## src/rtl/cpu_mc_pkg.sv

```systemverilog
// Shared types for the multi-cycle core: opcode and sequencer state enumerations.
package cpu_mc_pkg;

    localparam int unsigned OP_W = 4;

    typedef enum logic [OP_W-1:0] {
        OP_NOP  = 4'h0,
        OP_ADD  = 4'h1,
        OP_ADDI = 4'h2,
        OP_SUB  = 4'h3,
        OP_AND  = 4'h4,
        OP_OR   = 4'h5,
        OP_NOT  = 4'h6,
        OP_LW   = 4'h7,
        OP_SW   = 4'h8,
        OP_WO   = 4'h9,
        OP_RO   = 4'hA,
        OP_COPY = 4'hB,
        OP_JEQ  = 4'hC,
        OP_ZERO = 4'hD,
        OP_HALT = 4'hE,
        OP_JMP  = 4'hF
    } e_instr;

    typedef enum logic [2:0] {
        ST_IDLE  = 3'd0,
        ST_FETCH = 3'd1,
        ST_EXEC  = 3'd2,
        ST_MEM   = 3'd3,
        ST_HALT  = 3'd4
    } e_cpu_state;

    // Loads and stores leave EXEC for the data-memory handshake.
    function automatic logic is_mem_op(input e_instr op);
        return (op == OP_LW) || (op == OP_SW);
    endfunction

endpackage

```

## src/rtl/cpu_mc_regfile.sv

```systemverilog
// Register file: REG_N x WORD_W, two asynchronous read ports, one synchronous write port.
// Ports: ra_addr/ra_data, rb_addr/rb_data read ports; we/waddr/wdata write port;
//        clk, rst (asynchronous, active-low, clears every register).
module cpu_mc_regfile
    import cpu_mc_pkg::*;
#(
    parameter int unsigned WORD_W = 8,
    parameter int unsigned REG_AW = 2
) (
    input  logic              clk,
    input  logic              rst,
    input  logic [REG_AW-1:0] ra_addr,
    output logic [WORD_W-1:0] ra_data,
    input  logic [REG_AW-1:0] rb_addr,
    output logic [WORD_W-1:0] rb_data,
    input  logic              we,
    input  logic [REG_AW-1:0] waddr,
    input  logic [WORD_W-1:0] wdata
);

    localparam int unsigned REG_N = 2 ** REG_AW;

    logic [WORD_W-1:0] regs [REG_N];

    always_ff @(posedge clk or negedge rst) begin
        if (!rst) begin
            for (int unsigned i = 0; i < REG_N; i++) begin
                regs[REG_AW'(i)] <= '0;
            end
        end else if (we) begin
            regs[waddr] <= wdata;
        end
    end

    assign ra_data = regs[ra_addr];
    assign rb_data = regs[rb_addr];

endmodule

```

## src/rtl/cpu_mc.sv

```systemverilog
// Multi-cycle core: IDLE -> FETCH -> EXEC [-> MEM] -> FETCH, with valid/ack handshakes
// on separate instruction and data ports, HALT and unconditional/conditional jumps.
// Ports: clk, rst (asynchronous, active-low); imem_req/addr/ack/instr/imm fetch port;
//        dmem_req/we/addr/wdata/ack/rdata data port; in_data (RO), out_data (WO); halted.
// Build option: CPU_MC_PERF_EN adds perf_retired[31:0], a count of committed instructions.
module cpu_mc
    import cpu_mc_pkg::*;
#(
    parameter  int unsigned WORD_W  = 8,
    parameter  int unsigned REG_AW  = 2,
    parameter  int unsigned PC_W    = 8,
    localparam int unsigned INSTR_W = 4 + 2 * REG_AW
) (
    input  logic               clk,
    input  logic               rst,
    output logic               imem_req,
    output logic [PC_W-1:0]    imem_addr,
    input  logic               imem_ack,
    input  logic [INSTR_W-1:0] imem_instr,
    input  logic [WORD_W-1:0]  imem_imm,
    output logic               dmem_req,
    output logic               dmem_we,
    output logic [WORD_W-1:0]  dmem_addr,
    output logic [WORD_W-1:0]  dmem_wdata,
    input  logic               dmem_ack,
    input  logic [WORD_W-1:0]  dmem_rdata,
    input  logic [WORD_W-1:0]  in_data,
    output logic [WORD_W-1:0]  out_data,
    output logic               halted
`ifdef CPU_MC_PERF_EN
    ,
    output logic [31:0]        perf_retired
`endif
);

    e_cpu_state         state;
    logic [PC_W-1:0]    pc;
    logic [INSTR_W-1:0] instr;
    logic [WORD_W-1:0]  imm;

    e_instr             op;
    logic [REG_AW-1:0]  rs_addr;
    logic [REG_AW-1:0]  rt_addr;
    logic [WORD_W-1:0]  rs_val;
    logic [WORD_W-1:0]  rt_val;
    logic [WORD_W-1:0]  alu_b;
    logic [WORD_W-1:0]  alu_y;
    logic               alu_zero;
    logic               take_jump;
    logic               wr_en;
    logic [WORD_W-1:0]  wr_data;
    logic [PC_W-1:0]    pc_inc;

    assign op        = e_instr'(instr[3:0]);
    assign rs_addr   = instr[3+REG_AW:4];
    assign rt_addr   = instr[INSTR_W-1:4+REG_AW];
    assign imem_addr = pc;
    assign pc_inc    = pc + PC_W'(1);

    cpu_mc_regfile #(
        .WORD_W (WORD_W),
        .REG_AW (REG_AW)
    ) u_regfile (
        .clk     (clk),
        .rst     (rst),
        .ra_addr (rs_addr),
        .ra_data (rs_val),
        .rb_addr (rt_addr),
        .rb_data (rt_val),
        .we      (wr_en),
        .waddr   (rs_addr),
        .wdata   (wr_data)
    );

    // ALU; JEQ reuses the subtractor and tests its zero result.
    always_comb begin
        alu_b = (op == OP_ADDI) ? imm : rt_val;
        alu_y = '0;
        case (op)
            OP_ADD, OP_ADDI: alu_y = rs_val + alu_b;
            OP_SUB, OP_JEQ:  alu_y = rs_val - alu_b;
            OP_AND:          alu_y = rs_val & alu_b;
            OP_OR:           alu_y = rs_val | alu_b;
            OP_NOT:          alu_y = ~alu_b;
            default:         alu_y = '0;
        endcase
        alu_zero  = (alu_y == '0);
        take_jump = (op == OP_JMP) || ((op == OP_JEQ) && alu_zero);
    end

    // Register write-back: EXEC for ALU/move ops, MEM ack cycle for loads.
    always_comb begin
        wr_en   = 1'b0;
        wr_data = alu_y;
        if (state == ST_EXEC) begin
            case (op)
                OP_ADD, OP_ADDI, OP_SUB, OP_AND, OP_OR, OP_NOT: wr_en = 1'b1;
                OP_RO:   begin wr_en = 1'b1; wr_data = in_data; end
                OP_COPY: begin wr_en = 1'b1; wr_data = rt_val;  end
                OP_ZERO: begin wr_en = 1'b1; wr_data = '0;      end
                default: wr_en = 1'b0;
            endcase
        end else if ((state == ST_MEM) && dmem_ack && !dmem_we) begin
            wr_en   = 1'b1;
            wr_data = dmem_rdata;
        end
    end

    // Sequencer with registered handshake outputs; async reset drops requests immediately.
    always_ff @(posedge clk or negedge rst) begin
        if (!rst) begin
            state      <= ST_IDLE;
            pc         <= '0;
            instr      <= '0;
            imm        <= '0;
            out_data   <= '0;
            halted     <= 1'b0;
            imem_req   <= 1'b0;
            dmem_req   <= 1'b0;
            dmem_we    <= 1'b0;
            dmem_addr  <= '0;
            dmem_wdata <= '0;
        end else begin
            case (state)
                ST_IDLE: begin
                    state    <= ST_FETCH;
                    imem_req <= 1'b1;
                end
                ST_FETCH: begin
                    if (imem_ack) begin
                        instr    <= imem_instr;
                        imm      <= imem_imm;
                        imem_req <= 1'b0;
                        state    <= ST_EXEC;
                    end
                end
                ST_EXEC: begin
                    if (is_mem_op(op)) begin
                        dmem_req   <= 1'b1;
                        dmem_we    <= (op == OP_SW);
                        dmem_addr  <= (op == OP_SW) ? rs_val : rt_val;
                        dmem_wdata <= rt_val;
                        state      <= ST_MEM;
                    end else if (op == OP_HALT) begin
                        halted <= 1'b1;
                        state  <= ST_HALT;
                    end else begin
                        if (op == OP_WO) begin
                            out_data <= rs_val;
                        end
                        pc       <= take_jump ? PC_W'(imm) : pc_inc;
                        imem_req <= 1'b1;
                        state    <= ST_FETCH;
                    end
                end
                ST_MEM: begin
                    if (dmem_ack) begin
                        dmem_req <= 1'b0;
                        dmem_we  <= 1'b0;
                        pc       <= pc_inc;
                        imem_req <= 1'b1;
                        state    <= ST_FETCH;
                    end
                end
                ST_HALT: begin
                    state <= ST_HALT;
                end
                default: begin
                    state <= ST_IDLE;
                end
            endcase
        end
    end

`ifdef CPU_MC_PERF_EN
    // Retired-instruction counter: every EXEC that does not go to MEM, plus each MEM ack.
    always_ff @(posedge clk or negedge rst) begin
        if (!rst) begin
            perf_retired <= '0;
        end else if (((state == ST_EXEC) && !is_mem_op(op)) ||
                     ((state == ST_MEM) && dmem_ack)) begin
            perf_retired <= perf_retired + 32'd1;
        end
    end
`else
    // Retired-instruction counter not built.
`endif

endmodule

```

## config.mk

```make
export PLATFORM = sky130hd
export DESIGN_NAME = cpu_mc
export DESIGN_NICKNAME = d
export VERILOG_FILES = /design/src/rtl/cpu_mc_pkg.sv /design/src/rtl/cpu_mc_regfile.sv /design/src/rtl/cpu_mc.sv
export SDC_FILE = /design/constraint.sdc
export NUM_CORES = 1
export LEC_CHECK = 0
export BUFFER_PORTS_ARGS = -buffer_cell sky130_fd_sc_hd__buf_2
export CELL_PAD_IN_SITES_DETAIL_PLACEMENT = 2
export CELL_PAD_IN_SITES_GLOBAL_PLACEMENT = 2
export CORE_MARGIN = 8
export CORE_UTILIZATION = 42
export CTS_BUF_LIST = sky130_fd_sc_hd__clkbuf_4
export DETAILED_ROUTE_END_ITERATION = 7
export HOLD_SLACK_MARGIN = 0.06
export PLACE_DENSITY_LB_ADDON = 0.1
export SLEW_MARGIN = 40
export SYNTH_ARGS = -nofsm -noshare
export SYNTH_HDL_FRONTEND = slang
export SYNTH_HIERARCHICAL = 1
export SYNTH_SLANG_ARGS = --single-unit
```

## constraint.sdc

```tcl
create_clock -name clk -period 11.85 [get_ports clk]
set_input_delay 2.37 -clock clk [delete_from_list [all_inputs] [get_ports clk]]
set_output_delay 2.37 -clock clk [all_outputs]
set_load 0.05 [all_outputs]
```

==> out/qor.csv <==
stage;metric;value;unit
timing;RSZ-0062 raised after global routing;false;
synth;Mapped Cells;525;
clocking;CTS root buf;clkbuf_4;
placed_design;IO Port Bufs;71;
timing;fmax;207.2;MHz
placed_design;post-detailed-placement half-perimeter wirelength;14.03;mm
die;I/O Pins;72;
worst_setup_path;WS Path Type;reg2reg;
worst_setup_path;critical path arrival;5140;ps
synth;synth warn;6;
routing;Antenna Nets Post-Route;0;
cells_and_area;Finished Layout Cells;760;
routing;DRC viols;0;
routing;DRT iter0 DRCs;231;
clocking;clk slew on worst S/H paths;140;ps
clocking;Max clock buf depth;2;
global_route;initial antenna violation count;0;
clocking;H-tree depth;3;
synth;Yosys reg bits;87;
synth;Primary FF master, synth;dfrtp_1;
min_path;HP Class;reg2reg;
clocking;CTS Buf Count;9;
clocking;CTS resizes;0;
placed_design;Cells after DPL;745;
synth;EDFF count, synth;0;
synth;Synth cell types;69;
placed_design;gp weighted congestion;0.9083;
cells_and_area;share of layout cells above drive strength 1;30.78;%
worst_setup_path;crit path max-delay cell type;dfrtp_1;
worst_setup_path;crit path capture type;register;
worst_setup_path;reg2reg end;imem_addr[0];
placed_design;Place WS;7118;ps
die;Rows;41;
worst_setup_path;worst setup path start;instr[6];
worst_setup_path;critical path buffer and inverter count;0;
global_route;number of global-route vias before repair;5081;
global_route;largest net degree at the start of global routing;67;
worst_setup_path;startpoint types;register;
job;max-cap violations;0;
worst_setup_path;Critical Path Sink;imem_addr[0];
timing;fin crit share;40.73;%
clocking;Post-CTS Setup Bufs;0;
routing;routed vias;4652;
timing;fin. max-slew vios;0;
die;Die H;129.3;um
clocking;CTS tree;yes;
cells_and_area;area grow syn2layout;11.38;%
worst_setup_path;FF-to-FF path depth;16;
worst_setup_path;Crit path max-delay family;compound AO/OA/AOI/OAI gates;
worst_setup_path;Crit Path Max Fanout;9;
timing;WHS;490.7;ps
outcome;outcome;completed;
clocking;CTS Hold Bufs;0;
worst_setup_path;Critical Path Stages;16;
die;die area;16710;um^2
cells_and_area;# nets final;628;
synth;Syn Area/Cell;10.26;um^2
worst_setup_path;R2R Path Start;instr[6];
clocking;Worst-Skew Late Latency;470;ps
timing;post-route minimum period;4827;ps
routing;drt via density;6.121;
worst_setup_path;Reg2Reg Setup Slack;7020;ps
timing;Final Skew;25.00;ps
timing;Final setup viols;0;
die;Core Area;12570;um^2
timing;setup TNS;0;ps
synth;syn nets;569;
min_path;hold path cells;1;
worst_setup_path;max incr delay on CP;780;ps
timing;Worst-Margin Slew;887.2;ps
worst_setup_path;WP data required;12160;ps
synth;post-synthesis cell area;5389;um^2
timing;worst setup margin;7023;ps
cells_and_area;n_diodes;0;
routing;final WL;18.94;mm
die;Die X;129.3;um
global_route;gr ovfl total;0;
global_route;first-pass GRT wire length;30.01;mm
synth;Async SR Flop Fraction;100.0;%
timing;Hold Violations, Final;0;
die;Starting Density;42.88;%
worst_setup_path;cells along the critical path;mux4_2 > or3_4 > nor2_1 > a21oi_1 > nand2b_1 > nand2_1 > xnor2_1 > ha_1 > o21ai_0 > a21oi_1 > o21ai_0 > a21boi_0 > o311a_1 > o2111a_1 > nor2_1 > o211ai_1;
routing;drt wl/cell;24.93;um
timing;Worst slew margin;40.85;%
synth;Seq/Total Area, Yosys;40.40;%
clocking;CTS Sinks;87;
global_route;gr usage total;23.73;%
routing;1st-pass router iterations;4;
==> worst register-to-register path, delay by kind of cell, from the launching register on <==
kind / cells / cell delay [ps]
compound gates: 8 / 1410
simple gates: 5 / 1290
flops: 1 / 780
mux: 1 / 750
fa+ha+maj: 1 / 320
xor+xnor: 1 / 150
==> logic make-up after synthesis <==
family                     Yosys count  synth area share (%)
adders and majority gates           12                 2.740
DFF                                 87                 40.40
xor gates and xnor gates            15                 2.577
buffers and inverters               35                 2.693
muxes                               79                 19.64
AOI/OAI and AO/OA                  121                 15.56
and+or+nand+nor                    176                 16.39
==> worst min path at each step <==
stage,from,endpoint,slack (ps)
3_5_place_dp,halted,halted,460
2_1_floorplan,state[0],state[2],460
6_report,halted,halted,490
3_3_place_gp,dmem_wdata[3],dmem_wdata[3],460
5_1_grt,dmem_req,dmem_req,520
4_1_cts,halted,halted,500
==> per-layer routing <==
| metal | GRT usage [%] | wire [um] | share of wire, % |
|---|---|---|---|
| met1 | 31.25 | 8468 | 45 |
| met5 | 0 | 0 | 0 |
| met2 | 36.73 | 8607 | 45 |
| met4 | 11.68 | 713 | 3.8 |
| met3 | 4.437 | 1154 | 6.1 |
==> area by class of cell <==
| class | count | area, um^2 |
|---|---|---|
| Clock buffer | 9 | 67.56 |
| Clock inverter | 6 | 37.54 |
| Fill cell | 1337 | 6566 |
| Inverter | 8 | 30.03 |
| Multi-Input combinational cell | 403 | 3082 |
| Sequential cell | 87 | 2178 |
| Tap cell | 172 | 215.2 |
| Timing Repair Buffer | 75 | 391.6 |
==> stage by stage <==
stage	cell area, um^2	util [%]
final	6002	47.76
after global routing	6002	47.76
after CTS	5997	47.72
after detailed placement	5892	46.88
after global placement	5883	46.81
after floorplan	5389	-
==> layout by cell type (no fill, tap or decap), drive strengths merged, types with 8 or more instances in the layout <==
master,n
dfrtp,87
buf,75
nand2,66
mux2,54
nor2,40
a21oi,33
o21ai,24
mux4,16
o211ai,13
nand2b,11
o22ai,11
nor3,9
mux2i,9
clkbuf,9
xnor2,9
inv,9
nor2b,8
or2,8
==> synth_stat cells (2+ instances only) <==
library cell	instances	area share (%)
nor2b_1	8	0.93
mux2i_1	9	1.7
or3_1	4	0.46
mux2_2	54	11
and3b_1	2	0.33
nand3_1	6	0.56
nor2_1	40	2.8
nand3b_2	2	0.42
dfrtp_1	87	40
nand2b_1	11	1.3
ha_1	7	1.6
buf_2	5	0.46
a31oi_1	4	0.46
maj3_1	4	0.74
and2_1	4	0.46
clkbuf_1	18	1.3
xnor2_1	8	1.3
a22oi_1	3	0.42
mux4_2	16	6.7
a21o_1	4	0.56
o22ai_1	11	1.3
nor3_1	9	0.84
buf_1	3	0.21
nor3b_1	3	0.42
nand2_1	66	4.6
or2_2	6	0.70
inv_1	8	0.56
o21ai_0	24	2.2
xor2_1	6	0.98
or4_1	2	0.28
a32o_1	2	0.37
a221oi_1	7	1.1
a311o_1	2	0.37
nand3b_1	2	0.28
a211oi_1	2	0.28
o211ai_1	12	1.7
a21oi_1	32	3.0
==> state kept, by name (all words and copies together) (netlist names) <==
name	count
instr	8
dmem_we	1
imem_req	1
out_data	8
imm	8
dmem_addr	8
halted	1
dmem_req	1
dmem_wdata	8
state	3
imem_addr	8
u_regfile/regs	32
Power is left out: the tool's default activity adds up to more than one toggle a clock period on the data nets, which glitch-free logic cannot reach.
